--- src/rtl/jtag_pkg.sv ---
// jtag_pkg: shared types and constants for the JTAG CSR controller
package jtag_pkg;
  localparam int NUM_REGS = 8;
  localparam int DATA_W = 32;
  localparam int ADDR_W = 3;
  localparam int DEF_STARVE_LIM = 4;
  localparam logic [7:0] DEF_VERSION = 8'h01;
  localparam logic [ADDR_W-1:0] CSR_STATUS_ADDR = 3'd7;
  localparam int CSR_LOCK_BIT = 0;
  typedef enum logic [1:0] {IDLE, JTAG_WR, HOST_WR, HOST_RD} csr_state_e;
  function automatic logic [DATA_W-1:0] status_word(input logic [7:0] version, input logic lock, input logic [7:0] drop);
    status_word = {version, {(DATA_W-17){1'b0}}, lock, drop};
  endfunction
endpackage

--- src/rtl/jtag_csr_ctrl_if.sv ---
// jtag_csr_ctrl_if: JTAG DR port and host req/gnt port of the CSR controller
interface jtag_csr_ctrl_if;
  import jtag_pkg::*;
  logic dr_csr_addr_valid;
  logic [ADDR_W-1:0] dr_csr_addr;
  logic dr_csr_data_valid;
  logic [DATA_W-1:0] dr_csr_data;
  logic [ADDR_W-1:0] csr_addr;
  logic [DATA_W-1:0] csr_data;
  logic host_req;
  logic host_we;
  logic [ADDR_W-1:0] host_addr;
  logic [DATA_W-1:0] host_wdata;
  logic host_gnt;
  logic host_rvalid;
  logic [DATA_W-1:0] host_rdata;
  modport master (
    output dr_csr_addr_valid, dr_csr_addr, dr_csr_data_valid, dr_csr_data,
    output host_req, host_we, host_addr, host_wdata,
    input csr_addr, csr_data, host_gnt, host_rvalid, host_rdata
  );
  modport slave (
    input dr_csr_addr_valid, dr_csr_addr, dr_csr_data_valid, dr_csr_data,
    input host_req, host_we, host_addr, host_wdata,
    output csr_addr, csr_data, host_gnt, host_rvalid, host_rdata
  );
endinterface

--- src/rtl/jtag_csr_regfile.sv ---
// jtag_csr_regfile: CSR storage with one write port, two registered read ports and the status view (JTAG_CSR_LOCK_EN enables the CSR0 lock bit)
module jtag_csr_regfile import jtag_pkg::*; #(
  parameter logic [7:0] VERSION = DEF_VERSION
) (
  input  logic tck,
  input  logic reset,
  input  logic we,
  input  logic [ADDR_W-1:0] waddr,
  input  logic [DATA_W-1:0] wdata,
  input  logic [ADDR_W-1:0] raddr_a,
  output logic [DATA_W-1:0] rdata_a,
  input  logic re_b,
  input  logic [ADDR_W-1:0] raddr_b,
  output logic [DATA_W-1:0] rdata_b,
  input  logic [7:0] drop_cnt,
  output logic lock
);
  logic [DATA_W-1:0] mem [NUM_REGS-1];
  logic [DATA_W-1:0] view [NUM_REGS];
`ifdef JTAG_CSR_LOCK_EN
  assign lock = mem[0][CSR_LOCK_BIT];
`else
  assign lock = 1'b0;
`endif
  // storage only for addresses 0..6; status address is composed, never stored
  always_ff @(posedge tck or posedge reset) begin
    if (reset) begin
      for (int i = 0; i < NUM_REGS-1; i++) mem[i] <= '0;
    end else begin
      for (int i = 0; i < NUM_REGS-1; i++) if (we && waddr == ADDR_W'(i)) mem[i] <= wdata;
    end
  end
  // address map as seen by both read ports
  always_comb begin
    for (int i = 0; i < NUM_REGS-1; i++) view[i] = mem[i];
    view[NUM_REGS-1] = status_word(VERSION, lock, drop_cnt);
  end
  // port a follows the DR address every cycle; port b only drives data during a host read
  always_ff @(posedge tck or posedge reset) begin
    if (reset) begin
      rdata_a <= '0;
      rdata_b <= '0;
    end else begin
      rdata_a <= view[raddr_a];
      rdata_b <= re_b ? view[raddr_b] : '0;
    end
  end
endmodule

--- src/rtl/jtag_csr_ctrl.sv ---
// jtag_csr_ctrl: arbitrates JTAG DR and host access to the CSR file with starvation protection (JTAG_CSR_LOCK_EN enables host write lock)
module jtag_csr_ctrl import jtag_pkg::*; #(
  parameter int STARVE_LIM = DEF_STARVE_LIM,
  parameter logic [7:0] VERSION = DEF_VERSION
) (
  input logic tck,
  input logic reset,
  jtag_csr_ctrl_if.slave bus
);
  localparam int SW = $clog2(STARVE_LIM + 1);
  csr_state_e state, state_nx;
  logic jtag_pend, pend_eff, grant, we, lock, host_blk, host_gnt, host_rvalid;
  logic [ADDR_W-1:0] csr_addr, j_addr, h_addr, waddr;
  logic [DATA_W-1:0] j_data, h_wdata, host_wd, wdata;
  logic [SW-1:0] starve_cnt;
  logic [7:0] drop_cnt;
  assign bus.csr_addr = csr_addr;
  assign bus.host_gnt = host_gnt;
  assign bus.host_rvalid = host_rvalid;
  // a data pulse arriving this cycle already counts as pending so it beats a simultaneous host request
  always_comb begin
    pend_eff = jtag_pend || bus.dr_csr_data_valid;
    grant = state == IDLE && bus.host_req && (starve_cnt == SW'(STARVE_LIM) || !pend_eff);
    state_nx = state != IDLE ? IDLE : grant ? (bus.host_we ? HOST_WR : HOST_RD) : pend_eff ? JTAG_WR : IDLE;
    host_blk = lock && h_addr != '0;
    host_wd = h_addr == '0 ? h_wdata | (DATA_W'(lock) << CSR_LOCK_BIT) : h_wdata;
    we = state == JTAG_WR || (state == HOST_WR && !host_blk);
    waddr = state == HOST_WR ? h_addr : j_addr;
    wdata = state == HOST_WR ? host_wd : j_data;
  end
  // arbitration state register
  always_ff @(posedge tck or posedge reset) begin
    if (reset) state <= IDLE;
    else state <= state_nx;
  end
  // host handshake and request capture at grant
  always_ff @(posedge tck or posedge reset) begin
    if (reset) begin
      host_gnt <= 1'b0;
      host_rvalid <= 1'b0;
      h_addr <= '0;
      h_wdata <= '0;
    end else begin
      host_gnt <= grant;
      host_rvalid <= state == HOST_RD;
      if (grant) begin
        h_addr <= bus.host_addr;
        h_wdata <= bus.host_wdata;
      end
    end
  end
  // JTAG address latch, single-entry pending write and overrun counter
  always_ff @(posedge tck or posedge reset) begin
    if (reset) begin
      csr_addr <= '0;
      j_addr <= '0;
      j_data <= '0;
      jtag_pend <= 1'b0;
      drop_cnt <= '0;
    end else begin
      if (bus.dr_csr_addr_valid) csr_addr <= bus.dr_csr_addr;
      if (bus.dr_csr_data_valid) begin
        j_addr <= bus.dr_csr_addr_valid ? bus.dr_csr_addr : csr_addr;
        j_data <= bus.dr_csr_data;
      end
      jtag_pend <= bus.dr_csr_data_valid || (jtag_pend && state != JTAG_WR);
      if (bus.dr_csr_data_valid && jtag_pend && drop_cnt != 8'hFF) drop_cnt <= drop_cnt + 8'd1;
    end
  end
  // cycles a requesting host has been passed over while idle
  always_ff @(posedge tck or posedge reset) begin
    if (reset) starve_cnt <= '0;
    else if (!bus.host_req || grant) starve_cnt <= '0;
    else if (state == IDLE) starve_cnt <= starve_cnt + SW'(1);
  end
  jtag_csr_regfile #(.VERSION(VERSION)) u_regfile (
    .tck(tck),
    .reset(reset),
    .we(we),
    .waddr(waddr),
    .wdata(wdata),
    .raddr_a(csr_addr),
    .rdata_a(bus.csr_data),
    .re_b(state == HOST_RD),
    .raddr_b(h_addr),
    .rdata_b(bus.host_rdata),
    .drop_cnt(drop_cnt),
    .lock(lock)
  );
endmodule
--- src/flat_wrapper.sv ---
// flat-port wrapper written by rule: the top's interface ports become plain ports
module jtag_csr_ctrl_flat import jtag_pkg::*;
#(
  parameter int STARVE_LIM = DEF_STARVE_LIM,
  parameter logic [7:0] VERSION = DEF_VERSION
)
  (tck, reset, bus_dr_csr_addr_valid, bus_dr_csr_addr, bus_dr_csr_data_valid, bus_dr_csr_data, bus_host_req, bus_host_we, bus_host_addr, bus_host_wdata, bus_csr_addr, bus_csr_data, bus_host_gnt, bus_host_rvalid, bus_host_rdata);
  jtag_csr_ctrl_if bus_i ();
  input logic tck;
  input logic reset;
  input wire logic [$bits(bus_i.dr_csr_addr_valid)-1:0] bus_dr_csr_addr_valid;
  input wire logic [$bits(bus_i.dr_csr_addr)-1:0] bus_dr_csr_addr;
  input wire logic [$bits(bus_i.dr_csr_data_valid)-1:0] bus_dr_csr_data_valid;
  input wire logic [$bits(bus_i.dr_csr_data)-1:0] bus_dr_csr_data;
  input wire logic [$bits(bus_i.host_req)-1:0] bus_host_req;
  input wire logic [$bits(bus_i.host_we)-1:0] bus_host_we;
  input wire logic [$bits(bus_i.host_addr)-1:0] bus_host_addr;
  input wire logic [$bits(bus_i.host_wdata)-1:0] bus_host_wdata;
  output wire logic [$bits(bus_i.csr_addr)-1:0] bus_csr_addr;
  output wire logic [$bits(bus_i.csr_data)-1:0] bus_csr_data;
  output wire logic [$bits(bus_i.host_gnt)-1:0] bus_host_gnt;
  output wire logic [$bits(bus_i.host_rvalid)-1:0] bus_host_rvalid;
  output wire logic [$bits(bus_i.host_rdata)-1:0] bus_host_rdata;
  assign bus_i.dr_csr_addr_valid = bus_dr_csr_addr_valid;
  assign bus_i.dr_csr_addr = bus_dr_csr_addr;
  assign bus_i.dr_csr_data_valid = bus_dr_csr_data_valid;
  assign bus_i.dr_csr_data = bus_dr_csr_data;
  assign bus_i.host_req = bus_host_req;
  assign bus_i.host_we = bus_host_we;
  assign bus_i.host_addr = bus_host_addr;
  assign bus_i.host_wdata = bus_host_wdata;
  assign bus_csr_addr = bus_i.csr_addr;
  assign bus_csr_data = bus_i.csr_data;
  assign bus_host_gnt = bus_i.host_gnt;
  assign bus_host_rvalid = bus_i.host_rvalid;
  assign bus_host_rdata = bus_i.host_rdata;
  jtag_csr_ctrl #(.STARVE_LIM(STARVE_LIM), .VERSION(VERSION)) u_core (.tck(tck), .reset(reset), .bus(bus_i));
endmodule
--- config.mk ---
export PLATFORM = sky130hd
export DESIGN_NAME = jtag_csr_ctrl_flat
export DESIGN_NICKNAME = d
export VERILOG_FILES = /design/src/rtl/jtag_pkg.sv /design/src/rtl/jtag_csr_ctrl_if.sv /design/src/rtl/jtag_csr_regfile.sv /design/src/rtl/jtag_csr_ctrl.sv /design/src/flat_wrapper.sv
export SDC_FILE = /design/constraint.sdc
export NUM_CORES = 1
export LEC_CHECK = 0
export ABC_AREA = 0
export CAP_MARGIN = 20
export CORE_MARGIN = 2
export CORE_UTILIZATION = 55
export CTS_BUF_LIST = sky130_fd_sc_hd__clkbuf_4 sky130_fd_sc_hd__clkbuf_8 sky130_fd_sc_hd__clkbuf_16
export DETAILED_ROUTE_END_ITERATION = 10
export GPL_TIMING_DRIVEN = 0
export PLACE_DENSITY_LB_ADDON = 0.08
export SLEW_MARGIN = 20
export SYNTH_ARGS = -nofsm -noshare
export SYNTH_HDL_FRONTEND = slang
export SYNTH_SLANG_ARGS = --single-unit
--- constraint.sdc ---
create_clock -name tck -period 29.2 [get_ports tck]
set_clock_uncertainty 0.15 [all_clocks]
set_input_delay 5.84 -clock tck [delete_from_list [all_inputs] [get_ports tck]]
set_output_delay 5.84 -clock tck [all_outputs]
set_load 0.005 [all_outputs]
==> flow_metrics.tcl <==
set metrics [dict create \
    power_frac_comb_pct 35.8 \
    max_slew_margin_pct 31.0 \
    wl_per_cell_um 24.9 \
    numPortBuffers 143 \
    reg2reg_from "u_core.state[0]$_DFF_PP0_" \
    synthDistinctLibCells 46 \
    fin_crit_sh_pct 25.6 \
    syn_area_um2 18000 \
    cp-start-kind "input port" \
    syn_nets 1248 \
    h-tree-depth 2 \
    power.total_uw 2200 \
    switching_share_pct 31.1 \
    pwr-share-clk_pct 23.4 \
    gr-usage-met1_pct 38.4 \
    syn2layout_area_growth_pct 18.9 \
    use_met2_pct 44.4 \
    ctsHoldBuffers 0 \
    r2r_cells 6 \
    initial_core_util_pct 55.6 \
    hold_ws_ns 0.349 \
    finalSetupTns_ns 0 \
    yosysSeqAreaShare_pct 52.3 \
    max_cap_viol_count 0 \
    vias 11000 \
    syn_inst 1165 \
    final_cells 1822 \
    p_int_uw 1510 \
    hold_viol_final 0 \
    yosys.area.top_type "dfrtp_1" \
    ant_nets 0 \
    yosys_warnings 0 \
    die_w_um 185 \
    drt_iter0_markers 694 \
    finalCriticalPeriod_ns 7.47 \
    grt_start_max_net_pins 108 \
    r2r-end "u_core.u_regfile.mem[19]$_DFFE_PP0P_" \
    cp_max_fo 10 \
    grtUsageTotal_pct 27.6 \
    p_leak_uw 0.00927 \
    ioPinCount 145 \
    rsz0062_at_grt "no" \
    dp_hpwl_um 29400 \
    synth_most_common_cell "dfrtp_1" \
    wl_um 45300 \
    antennaDiodeCount 0 \
    rows 66 \
    synth_edf_count 0 \
    p_seq_share_pct 40.8 \
    status "completed" \
    worst_pin_slew_ns 1.04 \
    irDropWorstVdd_mv 0.0565 \
    yosys-top-cells-area "dfrtp_1, mux2_2, mux4_2" \
    hp-class "reg -> reg" \
    finalSetupViolCount 0 \
    place_congestion 0.843 \
    synthFlopType "dfrtp_1" \
    grt_use_met3_pct 5.09 \
    setup.worst_path.end_class "flop" \
    clock_sinks 377 \
    hp-start "u_core.h_wdata[15]$_DFFE_PP0P_" \
    worst_ep_arrival_time_ns 7.73 \
    dieArea_um2 34300 \
    drc 0 \
    p_sw_uw 684 \
    root_buffer "clkbuf_16" \
    tritoncts "done" \
    clk_latency_ns 0.54 \
    nets 1437 \
    overflow 0 \
    cts_buffers 41 \
    cts_setup_buffers 0 \
    cts-resized-gates 0 \
    viasPerCell 6.06 \
    grt_pass1_vias 11600 \
    die_h_um 185 \
    synth_top_area_share_pct 52.3 \
    grt.busiest_layer "met2" \
    ys_ff_latch 377 \
    endpoint "u_core.h_wdata[8]$_DFFE_PP0P_" \
    crit_type "in -> reg" \
    drive_gt1_share_pct 41.2 \
    cts.path.max_buffers 3 \
    placed_cells_incl_taps 1753 \
    fmax_mhz 134 \
    required_ns 29.46 \
    p_per_area_nw_per_um2 102 \
    antenna_found_initial 0 \
    synth_common_cells "dfrtp_1, mux2_2, mux4_2, mux2_4, mux2i_1" \
    drv_slew 0 \
    clkTransAtPathRegs_ns 0.05 \
    startpoint "bus_host_req" \
    grt_pass1_wl_um 70100 \
    syn_area_per_cell_um2 15.5 \
    synthArstFlopShare_pct 100 \
    drt_first_pass_iters 5 \
    r2r_setup_slack_ns 26.26 \
    design.core.area_um2 32500 \
]
[routing by layer]
layer  vias to the layer above  wire length, um  part of all wire, %
li1                       4738                -                    -
met1                      5828            20200                   45
met2                       385            21300                   47
met3                        89             2510                  5.5
met4                         0             1320                  2.9
met5                         -                0                    0
[per-stage QoR]
stage,setup slack [ns],area (um2),utilization [%]
2_1_floorplan,12.74,18000,-
6_report,21.73,21500,66.1
3_5_place_dp,21.17,20100,62.0
5_1_grt,21.58,21500,66.1
3_3_place_gp,8.38,20000,61.7
4_1_cts,21.72,21500,66.1
[cell usage in the layout, fill, tap and decap left out, drive strengths merged, types with 3 or more instances in the layout]
cell type and instances:
mux2 382, dfrtp 377, clkdlybuf4s50 143, clkbuf 91
mux4 72, buf 60, mux2i 47, inv 31
o2bb2ai 23, o221ai 22, o211a 21, o21ai 13
nor2 13, o22ai 9, nand2 7, ha 7
a211oi 7, nand2b 6, nand3 4, nand3b 4
and3 4, xnor2 4, a21oi 3, a31oi 3
clkinv 3, or3b 3
[worst max-delay path, stage by stage]
cell and delay, ns:
clkdlybuf4s50_1 0.59, and3_1 0.20, buf_2 0.34, buf_2 0.37, mux2_2 0.38
[final cells by class]
class	count	area (um2)
Fill cell	2355	11000
Sequential cell	377	9430
Multi-Input combinational cell	673	8000
Timing Repair Buffer	146	1510
Clock buffer	63	1280
Tap cell	442	553
Buffer	85	504
Inverter	30	120
Clock inverter	6	61.3
[cells by family (layout without fill, tap and decap cells)]
| kind of cell | after synthesis | in the layout | synth area share (%) |
|---|---|---|---|
| AOI/OAI and AO/OA | 110 | 110 | 5.33 |
| DFF | 377 | 377 | 52.3 |
| muxes | 501 | 501 | 36.7 |
| buffers and inverters | 115 | 330 | 3.42 |
| adders and majority gates | 7 | 7 | 0.485 |
| xor gates and xnor gates | 5 | 5 | 0.243 |
| and+or+nand+nor | 50 | 50 | 1.56 |
[registers in the layout (all words and copies together), names as in the netlist, 8 cells and up]
name	flops
u_core.u_regfile.mem	224
u_core.h_wdata	32
u_core.drop_cnt	8
u_core.u_regfile.rdata_b	32
u_core.j_data	32
u_core.u_regfile.rdata_a	32
[how the worst min path moves through the flow]
stage / endpoint / slack (ns) / cells after the start
floorplan: u_core.u_regfile.mem[120]$_DFFE_PP0P_ / 0.32 / 1
global placement: u_core.h_wdata[29]$_DFFE_PP0P_ / 0.33 / 1
detailed placement: u_core.h_wdata[16]$_DFFE_PP0P_ / 0.34 / 1
CTS: u_core.h_wdata[2]$_DFFE_PP0P_ / 0.35 / 1
global route: u_core.h_wdata[16]$_DFFE_PP0P_ / 0.36 / 1
finish: u_core.h_wdata[15]$_DFFE_PP0P_ / 0.35 / 1
[power groups by stage]
stage | combinational, uW | clock (uW) | sequential (uW)
after global placement | 767 | 0 | 893
after CTS | 788 | 523 | 891
after detailed placement | 784 | 0 | 898
final | 787 | 515 | 896
after global routing | 843 | 545 | 922
after floorplan | 585 | 0 | 849
Power figures use the tool's default switching activity.
